<file path="src/rtl/snf_entry_alloc_pkg.sv">
// Shared types and defaults for the SNF entry allocator.
package snf_entry_alloc_pkg;

    localparam int SNF_ENTRIES_NUM_DFLT = 4;

    typedef enum logic [1:0] {
        SNF_ENT_FREE = 2'b00,
        SNF_ENT_PEND = 2'b01,
        SNF_ENT_BUSY = 2'b10
    } snf_ent_state_e;

endpackage

</file>
<file path="src/rtl/snf_lowest_one_idx.sv">
// Lowest-set-bit to index encoder; for a one-hot input this is a plain one-hot encoder.
module snf_lowest_one_idx #(
    parameter int WIDTH = 4,
    parameter int IDX_W = 2
) (
    input  logic [WIDTH-1:0] i_vec,
    output logic             o_any,
    output logic [IDX_W-1:0] o_idx
);

    assign o_any = |i_vec;

    // Scan high to low so the lowest set bit is the last one written.
    always_comb begin
        o_idx = '0;
        for (int i = WIDTH - 1; i >= 0; i--) begin
            if (i_vec[i]) begin
                o_idx = IDX_W'(i);
            end
        end
    end

endmodule

</file>
<file path="src/rtl/snf_entry_alloc.sv">
// Entry allocator/tracker feeding the SNF QoS entry finder.
// Optional sticky protocol checker enabled by defining SNF_ALLOC_ERR_CHK_EN.
//
//  state | meaning
//  FREE  | entry unused, allocatable
//  PEND  | allocated, waiting for the finder pick and dispatch
//  BUSY  | dispatched, waiting for completion (dealloc)
module snf_entry_alloc
    import snf_entry_alloc_pkg::*;
#(
    parameter int ENTRIES_NUM = SNF_ENTRIES_NUM_DFLT,
    parameter int IDX_W       = $clog2(ENTRIES_NUM)
) (
    input  logic                   clk,
    input  logic                   rst,
    input  logic                   alloc_valid,
    output logic                   alloc_ready,
    output logic [IDX_W-1:0]       alloc_entry_idx,
    output logic [ENTRIES_NUM-1:0] req_entry_vec,
    output logic                   upd_start_entry,
    input  logic [ENTRIES_NUM-1:0] req_entry_ptr_sel,
    output logic                   dispatch_valid,
    input  logic                   dispatch_ready,
    output logic [IDX_W-1:0]       dispatch_entry_idx,
    input  logic                   dealloc_valid,
    input  logic [IDX_W-1:0]       dealloc_entry_idx,
    output logic [IDX_W:0]         free_cnt,
    output logic                   full,
    output logic                   empty,
    output logic                   alloc_err
);

    snf_ent_state_e         r_ent_state [ENTRIES_NUM];
    snf_ent_state_e         w_ent_nxt   [ENTRIES_NUM];
    logic [IDX_W:0]         r_free_cnt;
    logic [ENTRIES_NUM-1:0] w_free_vec;
    logic [ENTRIES_NUM-1:0] w_pend_vec;
    logic [ENTRIES_NUM-1:0] w_sel_hit_vec;
    logic                   w_alloc_fire;
    logic                   w_disp_fire;
    logic                   w_dealloc_ok;

    always_comb begin
        w_free_vec = '0;
        w_pend_vec = '0;
        for (int i = 0; i < ENTRIES_NUM; i++) begin
            w_free_vec[i] = (r_ent_state[i] == SNF_ENT_FREE);
            w_pend_vec[i] = (r_ent_state[i] == SNF_ENT_PEND);
        end
    end

    assign req_entry_vec = w_pend_vec;
    // The finder's pick can lag our state; only picks that land on PEND count.
    assign w_sel_hit_vec = req_entry_ptr_sel & w_pend_vec;

    snf_lowest_one_idx #(
        .WIDTH (ENTRIES_NUM),
        .IDX_W (IDX_W)
    ) u_alloc_pick (
        .i_vec (w_free_vec),
        .o_any (alloc_ready),
        .o_idx (alloc_entry_idx)
    );

    snf_lowest_one_idx #(
        .WIDTH (ENTRIES_NUM),
        .IDX_W (IDX_W)
    ) u_disp_pick (
        .i_vec (w_sel_hit_vec),
        .o_any (dispatch_valid),
        .o_idx (dispatch_entry_idx)
    );

    assign w_alloc_fire = alloc_valid & alloc_ready;
    assign w_disp_fire  = dispatch_valid & dispatch_ready;
    assign w_dealloc_ok = dealloc_valid & (r_ent_state[dealloc_entry_idx] == SNF_ENT_BUSY);

    // Held low in reset so the finder does not advance on a discarded cycle.
    assign upd_start_entry = rst & (w_disp_fire | ~dispatch_valid);

    assign free_cnt = r_free_cnt;
    assign full     = (r_free_cnt == '0);
    assign empty    = (r_free_cnt == (IDX_W + 1)'(ENTRIES_NUM));

    always_comb begin
        for (int i = 0; i < ENTRIES_NUM; i++) begin
            w_ent_nxt[i] = r_ent_state[i];
            if (w_alloc_fire && (alloc_entry_idx == IDX_W'(i))) begin
                w_ent_nxt[i] = SNF_ENT_PEND;
            end
            if (w_disp_fire && (dispatch_entry_idx == IDX_W'(i))) begin
                w_ent_nxt[i] = SNF_ENT_BUSY;
            end
            if (w_dealloc_ok && (dealloc_entry_idx == IDX_W'(i))) begin
                w_ent_nxt[i] = SNF_ENT_FREE;
            end
        end
    end

    always_ff @(posedge clk) begin
        if (!rst) begin
            for (int i = 0; i < ENTRIES_NUM; i++) begin
                r_ent_state[i] <= SNF_ENT_FREE;
            end
            r_free_cnt <= (IDX_W + 1)'(ENTRIES_NUM);
        end else begin
            for (int i = 0; i < ENTRIES_NUM; i++) begin
                r_ent_state[i] <= w_ent_nxt[i];
            end
            r_free_cnt <= r_free_cnt - (IDX_W + 1)'(w_alloc_fire) + (IDX_W + 1)'(w_dealloc_ok);
        end
    end

`ifdef SNF_ALLOC_ERR_CHK_EN
    logic r_alloc_err;
    logic w_err_evt;

    assign w_err_evt = (dealloc_valid & ~w_dealloc_ok)
                     | (alloc_valid & full)
                     | (|(req_entry_ptr_sel & (req_entry_ptr_sel - 1'b1)));

    always_ff @(posedge clk) begin
        if (!rst) begin
            r_alloc_err <= 1'b0;
        end else if (w_err_evt) begin
            r_alloc_err <= 1'b1;
        end
    end

    assign alloc_err = r_alloc_err;
`else
    assign alloc_err = 1'b0;
`endif

endmodule

</file>
<file path="config.mk">
export PLATFORM = sky130hd
export DESIGN_NAME = snf_entry_alloc
export DESIGN_NICKNAME = d
export VERILOG_FILES = /design/src/rtl/snf_entry_alloc_pkg.sv /design/src/rtl/snf_lowest_one_idx.sv /design/src/rtl/snf_entry_alloc.sv
export SDC_FILE = /design/constraint.sdc
export NUM_CORES = 1
export LEC_CHECK = 0
export ABC_AREA = 1
export CAP_MARGIN = 20
export CORE_ASPECT_RATIO = 0.9
export CORE_MARGIN = 4
export CORE_UTILIZATION = 51
export CTS_BUF_LIST = sky130_fd_sc_hd__clkbuf_8
export DETAILED_ROUTE_END_ITERATION = 12
export HOLD_SLACK_MARGIN = 0.1
export MAX_ROUTING_LAYER = met4
export PLACE_DENSITY = 0.87
export SETUP_SLACK_MARGIN = 0.2
export SYNTH_ARGS = -nofsm -noshare
export SYNTH_HDL_FRONTEND = slang
export SYNTH_SLANG_ARGS = --single-unit
</file>
<file path="constraint.sdc">
create_clock -name clk -period 4.9 [get_ports clk]
set_input_delay 0.49 -clock clk [delete_from_list [all_inputs] [get_ports clk]]
set_output_delay 0.49 -clock clk [all_outputs]
set_load 0.1 [all_outputs]
</file>
==> impl_metrics.yaml, run 1 <==
floorplan:
  die_area_um2: 2430
  io_pins: 28
  num_rows: 13
  core-area_um2: 1530
  dieHeight_um: 47.1
  initial_core_util: 0.568
  die_w_um: 51.5
clock_network:
  cts_tree: "yes"
  cts.htree.levels: 1
  clk_latency_ps: 240
  cts.sinks: 11
  path_clk_slew_ps: 50
  cts_root_buffer: "clkbuf_8"
  clk_path_buf_depth: 2
  numCtsBuffers: 3
  cts_resized: 0
  postCtsHoldBufs: 0
  cts_setup_buffers: 0
cells_and_area:
  layout_common_cells: "31 x nand2_1, 26 x clkdlybuf4s50_1, 19 x nor2_1"
  area_growth_pct: 36.2
  layout_commonest_cell: "nand2_1"
  final_util: 0.773
  layout.nets: 176
  antennaDiodeCount: 0
  stdcell_area_um2: 1180
  drive_above_1_share: 0.193
  fin_cells: 183
routing:
  wire_per_inst_um: 11.7
  vias_per_cell: 4.94
  drt-total-wl_um: 2140
  ant_nets: 0
  first_pass_iters: 4
  vias: 904
  drc: 0
  drt_iter0_drc: 18
timing:
  drv_slew: 0
  fmax_ghz: 0.322
  fin_crit_sh: 0.634
  rsz0062_at_grt: "no"
  worst_pin_slew_ps: 989
  fin_crit_ps: 3110
  final-hold-violation-count: 0
  finalClockSkew_ps: 1.13
  relSlewSlack: 0.338
  setup-tns-final_ps: 0
  setup_violations: 0
worst_hold_path:
  holdPathStages: 2
  holdPathEnd: "r_ent_state[2][1]"
  min_from: "r_ent_state[2][1]"
  min-delay-path-class: "reg -> reg"
run:
  cap_violations: 0
worst_setup_path:
  startpoint: "req_entry_ptr_sel[0]"
  arrival_ps: 2620
  cp.depth: 7
  reg2reg_depth: 9
  cp_top_family: "buffers and inverters"
  rr_startpoint: "r_ent_state[2][0]"
  crit_buf_inv: 3
  cpMostUsedCell: "clkdlybuf4s50_1"
  worstPathMaxFanout: 4
  crit_required_ps: 4410
  reg2reg_to: "free_cnt[2]"
  worstSetupStartpointType: "input pin"
  critPathKind: "in -> out"
  critical_path.max_stage_delay_ps: 1160
  endpoint_kind: "primary output"
  critical_path.slowest_cell: "clkdlybuf4s50_1"
  crit_chain: "clkdlybuf4s50_1, nand3_4, nand2_2, inv_2, nand2_1, a21boi_0, clkdlybuf4s50_1"
  rrSetupSlack_ps: 2720
global_routing:
  grtUsageMet1: 0.218
  grt_max_degree: 10
  grtUsageTotal: 0.205
  grt_remaining_overflow: 0
  grt_pass1_vias: 887
  antenna_found_initial: 0
  grt_pass1_wl_um: 3520
  use_met3: 0.0317
  globalRoute.busiestLayer: "met2"
  gr-usage-met2: 0.376
logic_synthesis:
  syn-instance-count: 134
  synth_area_um2: 868
  syn_nets: 148
  synth_cell_types: 28
  synth.avg_cell_area_um2: 6.48
  synth-seq-cells: 11
  yosysWarnings: 0
  synth-seq-area-share: 0.254
power_and_ir_drop:
  max-vdd-ir-drop_mv: 0.327
  p_per_area_nw_per_um2: 349
  power.leakage_nw: 0.546
place:
  placed_area_um2: 1140
  gp_congestion: 0.844
  hpwl_um: 1740
  dp_cells: 179
  numPortBuffers: 26
run_status:
  status: "finished, final reports clean"
through the flow:
| step | power (mW) | hold WS (ps) | setup slack, ps |
|---|---|---|---|
| final | 0.412 | 506 | 1790 |
| after global routing | 0.428 | 542 | 1690 |
| after global placement | 0.323 | 488 | 1830 |
| after CTS | 0.414 | 506 | 1800 |
| after detailed placement | 0.327 | 497 | 1800 |
| after floorplan | 0.277 | 477 | 725 |
logic make-up after synthesis:
kind of cell	share of synthesized area
buffers and inverters	0.121
xor gates and xnor gates	0.0101
other	0.00432
and+or+nand+nor	0.457
adders and majority gates	0.0519
AOI/OAI and AO/OA	0.102
DFF	0.254
cell usage after synthesis (all sizes together):
| cell type | instances | area, µm² |
|---|---|---|
| o21bai | 1 | 11.3 |
| xor2 | 1 | 8.76 |
| fa | 1 | 20.0 |
| ha | 2 | 25.0 |
| dfxtp | 11 | 220 |
| nor2 | 27 | 131 |
| nand2 | 36 | 148 |
| o21ai | 6 | 30.0 |
| inv | 23 | 86.3 |
| clkbuf | 1 | 3.75 |
| a21boi | 1 | 7.51 |
| nand4 | 1 | 6.26 |
| or2 | 1 | 6.26 |
| nor3 | 2 | 10.0 |
| nand3 | 11 | 87.6 |
| buf | 2 | 15.0 |
| conb | 1 | 3.75 |
| a21oi | 5 | 40.0 |
| nand3b | 1 | 7.51 |
power breakdown:
| part | internal (mW) | total (mW) | switching (mW) |
|---|---|---|---|
| combinational | 0.0534 | 0.217 | 0.164 |
| clock | 0.0547 | 0.0863 | 0.0315 |
| sequential | 0.0977 | 0.109 | 0.0109 |
| total | 0.206 | 0.412 | 0.206 |
sequential cells by signal, summed over array words and instances, names as in the netlist:
register     flops
r_ent_state      8
free_cnt         3
worst register-to-register path, cell delays in order (launching register included):
cell     delay, ps
dfxtp_1        400
inv_2           80
a21oi_1        250
a21oi_1        130
ha_1           290
inv_1           30
ha_1           180
fa_1           370
or2_2          300
nand3_1         70
per-layer routing:
layer  vias up  wire (µm)
met1       406        952
met4         0         44
li1        461          -
met3         7        103
met5         -          0
met2        30       1040
layout make-up:
cell class                      instances  area [µm²]
Sequential cell                        11         220
Tap cell                               22        27.5
Clock inverter                          1        3.75
Timing Repair Buffer                   26         260
Fill cell                             130         347
Clock buffer                            3        41.3
Inverter                               23        86.3
Multi-Input combinational cell         97         543
worst max-delay path by stage:
stage / endpoint / slack (ps)
2_1_floorplan: upd_start_entry / 720
3_3_place_gp: upd_start_entry / 1830
3_5_place_dp: upd_start_entry / 1800
4_1_cts: upd_start_entry / 1800
5_1_grt: upd_start_entry / 1690
6_report: upd_start_entry / 1790
Power figures use the tool's default switching activity.
==> inputs of run 2 (changes only) <==
--- a/config.mk
+++ b/config.mk
@@ -9,12 +9,12 @@
 export CAP_MARGIN = 20
 export CORE_ASPECT_RATIO = 0.9
 export CORE_MARGIN = 4
-export CORE_UTILIZATION = 51
+export CORE_UTILIZATION = 42
 export CTS_BUF_LIST = sky130_fd_sc_hd__clkbuf_8
 export DETAILED_ROUTE_END_ITERATION = 12
 export HOLD_SLACK_MARGIN = 0.1
 export MAX_ROUTING_LAYER = met4
-export PLACE_DENSITY = 0.87
+export PLACE_DENSITY = 0.77
 export SETUP_SLACK_MARGIN = 0.2
 export SYNTH_ARGS = -nofsm -noshare
 export SYNTH_HDL_FRONTEND = slang
==> constraint.sdc (replaced) <==
create_clock -name clk -period 2.7 [get_ports clk]
set_input_delay 0.27 -clock clk [delete_from_list [all_inputs] [get_ports clk]]
set_output_delay 0.27 -clock clk [all_outputs]
set_load 0.1 [all_outputs]
==> impl_metrics.yaml, run 2 (synthesis results as in run 1) <==
run_status:
  status: "finished, final reports clean"
clock_network:
  cts_root_buffer: "clkbuf_8"
  cts_tree: "yes"
  path_clk_slew_ps: 50
  cts.htree.levels: 1
  clk_path_buf_depth: 2
  cts.sinks: 11
  numCtsBuffers: 3
  clk_latency_ps: 240
  postCtsHoldBufs: 0
timing:
  setup_violations: 0
  worst_slack_ps: 505
  fin_crit_sh: 0.813
  drv_slew: 0
  fmax_ghz: 0.456
  final-hold-violation-count: 0
  finalClockSkew_ps: 3.75
  rsz0062_at_grt: "no"
  fin_crit_ps: 2200
floorplan:
  dieHeight_um: 51.1
  io_pins: 28
  core-area_um2: 1930
  die_w_um: 55.9
  initial_core_util: 0.449
  die_area_um2: 2860
  num_rows: 15
cells_and_area:
  multiInputGateArea_um2: 556
  layout_common_cells: "31 x nand2_1, 18 x inv_1, 18 x nor2_1"
  fin_cells: 186
  antennaDiodeCount: 0
  drive_above_1_share: 0.311
  largest_reg_flops: 8
  layout.nets: 176
  seq_area_um2: 220
  fillers: 181
  layout_commonest_cell: "nand2_1"
  area_growth_pct: 34.0
  largest-register: "r_ent_state"
power_and_ir_drop:
  seqPwrFrac: 0.264
  max-vdd-ir-drop_mv: 0.754
  swShare: 0.509
  comb_power_share: 0.520
  p_per_area_nw_per_um2: 640
  intPower_mw: 0.366
  power.leakage_nw: 0.589
  clkPwrFrac: 0.216
  switching_power_mw: 0.379
place:
  gp_congestion: 0.833
  numPortBuffers: 26
  dp_slack_ps: -2.65
  dp_cells: 182
  hpwl_um: 1750
global_routing:
  grt_max_degree: 10
  grtUsageTotal: 0.162
  antenna_found_initial: 0
  grt_pass1_vias: 817
  grt_remaining_overflow: 0
  grt_pass1_wl_um: 3620
worst_setup_path:
  critPathKind: "reg -> reg"
  crit_chain: "inv_2, a21oi_1, a21oi_1, ha_1, inv_1, ha_1, fa_1, or2_2, nand3_1"
  worstPathMaxFanout: 5
  worstSetupStartpointType: "flip-flop"
  crit_required_ps: 2870
  arrival_ps: 2360
  critical_path.max_stage_delay_ps: 390
  endpoint_kind: "flip-flop"
  rrSetupSlack_ps: 500
  critical_path.slowest_cell: "dfxtp_1"
routing:
  drc: 0
  vias: 881
  wire_per_inst_um: 11.1
  first_pass_iters: 6
  drt_iter0_drc: 23
  drt-total-wl_um: 2060
  ant_nets: 0
  vias_per_cell: 4.74
run:
  cap_violations: 0
worst_hold_path:
  min-delay-path-class: "reg -> reg"
[run 2: cell count changes in the layout (fill, tap and decap cells not counted), sizes merged]
| cell | change |
|---|---|
| buf | +16 |
| dlymetal6s2s | +2 |
| clkdlybuf4s50 | -18 |
[run 2: area by class of cell]
type,instances,share of cell area
multi-input cells,97,0.477
repair buffers,26,0.194
flip-flops and latches,11,0.189
inverters,23,0.0742
clock buffers,3,0.0355
well taps,25,0.0269
clock inverters,1,0.00323
[run 2: power groups by stage]
| stage | logic, mW | registers [mW] | clock network [mW] |
|---|---|---|---|
| after global placement | 0.383 | 0.200 | 0 |
| after global routing | 0.411 | 0.200 | 0.176 |
| after detailed placement | 0.389 | 0.200 | 0 |
| after CTS | 0.391 | 0.197 | 0.166 |
| after floorplan | 0.247 | 0.261 | 0 |
| final | 0.387 | 0.197 | 0.161 |
[run 2: path summary, 6_finish.rpt]
kind,from,end,depth (start not counted)
max,r_ent_state[2][0],free_cnt[2],9
min,r_ent_state[2][1],r_ent_state[2][1],2
max reg2reg,r_ent_state[2][0],free_cnt[2],9
min reg2reg,r_ent_state[2][1],r_ent_state[2][1],2
[run 2: metrics by stage]
stage	utilization	total power [mW]	setup TNS [ps]	cell area, µm²	hold slack, ps
floorplan	-	0.508	-436	881	477
global placement	0.576	0.583	0	1110	490
detailed placement	0.576	0.589	-2.65	1110	500
CTS	0.599	0.754	0	1160	507
global route	0.602	0.787	0	1160	538
finish	0.602	0.745	0	1160	505
[run 2: per-layer routing]
metal	global-route usage	share of wire
met1	0.197	0.46
met2	0.274	0.45
met3	0.0354	0.074
met4	0.0474	0.010
met5	-	0
[run 2: repair_timing]
item / 4_1_cts / 5_1_grt
setup buffers: 0 / 0
endpoints found under the setup margin: 0 / 1
gates resized for setup: 0 / 2
[run 2: worst max-delay path, delay by kind of cell, from the launching register on]
kind                       cells  cell delay [ps]
adders and majority gates      3              860
and+or+nand+nor                2              370
DFF                            1              390
buffers and inverters          2              120
AOI/OAI and AO/OA              2              400
==> inputs of run 3 (changes only) <==
--- a/config.mk
+++ b/config.mk
@@ -9,12 +9,12 @@
 export CAP_MARGIN = 20
 export CORE_ASPECT_RATIO = 0.9
 export CORE_MARGIN = 4
-export CORE_UTILIZATION = 42
+export CORE_UTILIZATION = 47
 export CTS_BUF_LIST = sky130_fd_sc_hd__clkbuf_8
 export DETAILED_ROUTE_END_ITERATION = 12
 export HOLD_SLACK_MARGIN = 0.1
 export MAX_ROUTING_LAYER = met4
-export PLACE_DENSITY = 0.77
+export PLACE_DENSITY = 0.81
 export SETUP_SLACK_MARGIN = 0.2
 export SYNTH_ARGS = -nofsm -noshare
 export SYNTH_HDL_FRONTEND = slang
==> constraint.sdc (replaced) <==
create_clock -name clk -period 2.19 [get_ports clk]
set_input_delay 0.219 -clock clk [delete_from_list [all_inputs] [get_ports clk]]
set_output_delay 0.219 -clock clk [all_outputs]
set_load 0.1 [all_outputs]
==> impl_metrics.yaml, run 3 (synthesis results as in run 1) <==
floorplan:
  die_w_um: 53.3
  io_pins: 28
  num_rows: 14
  core-area_um2: 1720
  initial_core_util: 0.506
  die_area_um2: 2600
  dieHeight_um: 48.8
cells_and_area:
  antennaDiodeCount: 0
  layout_commonest_cell: "nand2_1"
  largest-register: "r_ent_state"
  layout.nets: 178
  layout_common_cells: "31 x nand2_1, 17 x inv_1, 17 x nor2_1"
  drive_above_1_share: 0.436
  final_util: 0.754
  area_growth_pct: 49.0
  largest_reg_flops: 8
run_status:
  status: "finished, final reports clean"
timing:
  fin_crit_ps: 1930
  setup_violations: 0
  final-hold-violation-count: 0
  drv_slew: 0
  setup-tns-final_ps: 0
  fmax_ghz: 0.518
  rsz0062_at_grt: "yes"
  finalClockSkew_ps: 1.66
  fin_crit_sh: 0.882
routing:
  vias: 913
  wl_met3_um: 141
  vias_per_cell: 4.88
  ant_nets: 0
  wl_met2_um: 1020
  top_layer_used: "met4"
  first_pass_iters: 4
  drt_iter0_drc: 19
  drt-total-wl_um: 2110
  drc: 0
  wire_per_inst_um: 11.3
  wl_met1_um: 933
run:
  cap_violations: 0
worst_setup_path:
  worstPathMaxFanout: 5
  crit_buf_inv: 2
  worstSetupStartpointType: "flip-flop"
  cp_top_family: "adder cells"
  cpMostUsedCell: "nand2_1"
  rr_startpoint: "r_ent_state[0][1]"
  critical_path.slowest_cell: "dfxtp_4"
  crit_chain: "inv_4, o21ai_2, nand2_1, nand2_2, nand2_1, ha_1, inv_1, ha_2, fa_2, or2_4, nand3_2"
  critical_path.max_stage_delay_ps: 390
  critPathKind: "reg -> reg"
  arrival_ps: 2110
  startpoint: "r_ent_state[0][1]"
  rrSetupSlack_ps: 260
  crit_required_ps: 2370
  endpoint_kind: "flip-flop"
place:
  numPortBuffers: 26
  gp_congestion: 0.878
  hpwl_um: 1710
global_routing:
  grt_max_degree: 10
  antenna_found_initial: 0
  grt_remaining_overflow: 0
  grt_pass1_wl_um: 3250
  grtUsageTotal: 0.171
  grt_pass1_vias: 783
clock_network:
  cts_root_buffer: "clkbuf_8"
  path_clk_slew_ps: 50
  cts.htree.levels: 1
  cts_setup_buffers: 0
  cts.sinks: 11
  cts_tree: "yes"
  postCtsHoldBufs: 0
  clk_path_buf_depth: 2
  numCtsBuffers: 3
  clk_latency_ps: 240
power_and_ir_drop:
  max-vdd-ir-drop_mv: 0.598
  power.leakage_nw: 0.614
  p_per_area_nw_per_um2: 742
worst_hold_path:
  min_from: "r_ent_state[2][1]"
  min-delay-path-class: "reg -> reg"
[run 3: timing repair]
action / in CTS / in global routing
gates resized for setup: 14 / 11
endpoints found under the setup margin: 2 / 2
pin swaps: 0 / 7
[run 3: worst paths after layout]
check,end,depth (start not counted)
setup / recovery,free_cnt[2],11
hold / removal,r_ent_state[2][1],2
setup reg to reg,free_cnt[2],11
hold reg to reg,r_ent_state[2][1],2
[run 3: tightest hold or removal path, cell delays in order (launching register included)]
cell     delay, ps
dfxtp_2        330
nor2_1         100
nor2_1          50
[run 3: final cells by class]
class                      count  area [µm²]
tap                           24        30.0
clock buffer                   3        41.3
fill                         141         423
multi-input combinational     97         608
timing repair buffer          28         285
clock inverter                 1        3.75
sequential                    11         234
inverter                      23        91.3
[run 3: per-layer routing]
layer  vias to the layer above  track usage
met5                         -            -
met2                        27        0.267
li1                        466            -
met4                         0       0.0511
met1                       418        0.210
met3                         2       0.0489
[run 3: per-stage QoR]
step / cells / instance area, µm² / total power, mW / setup slack (ps) / hold WS (ps)
2_1_floorplan: 134 / 896 / 0.634 / -364 / 450
3_3_place_gp: 183 / 1190 / 0.744 / -340 / 506
3_5_place_dp: 183 / 1190 / 0.751 / -409 / 518
4_1_cts: 187 / 1250 / 0.953 / 217 / 509
5_1_grt: 187 / 1290 / 1.00 / 156 / 550
6_report: 187 / 1290 / 0.960 / 259 / 517
[run 3: report_power, final]
part	leakage [nW]	internal, mW	total [mW]	switching (mW)
combinational	0.493	0.135	0.514	0.379
clock	0.0269	0.123	0.197	0.0745
sequential	0.0943	0.220	0.249	0.0289
total	0.614	0.478	0.960	0.482
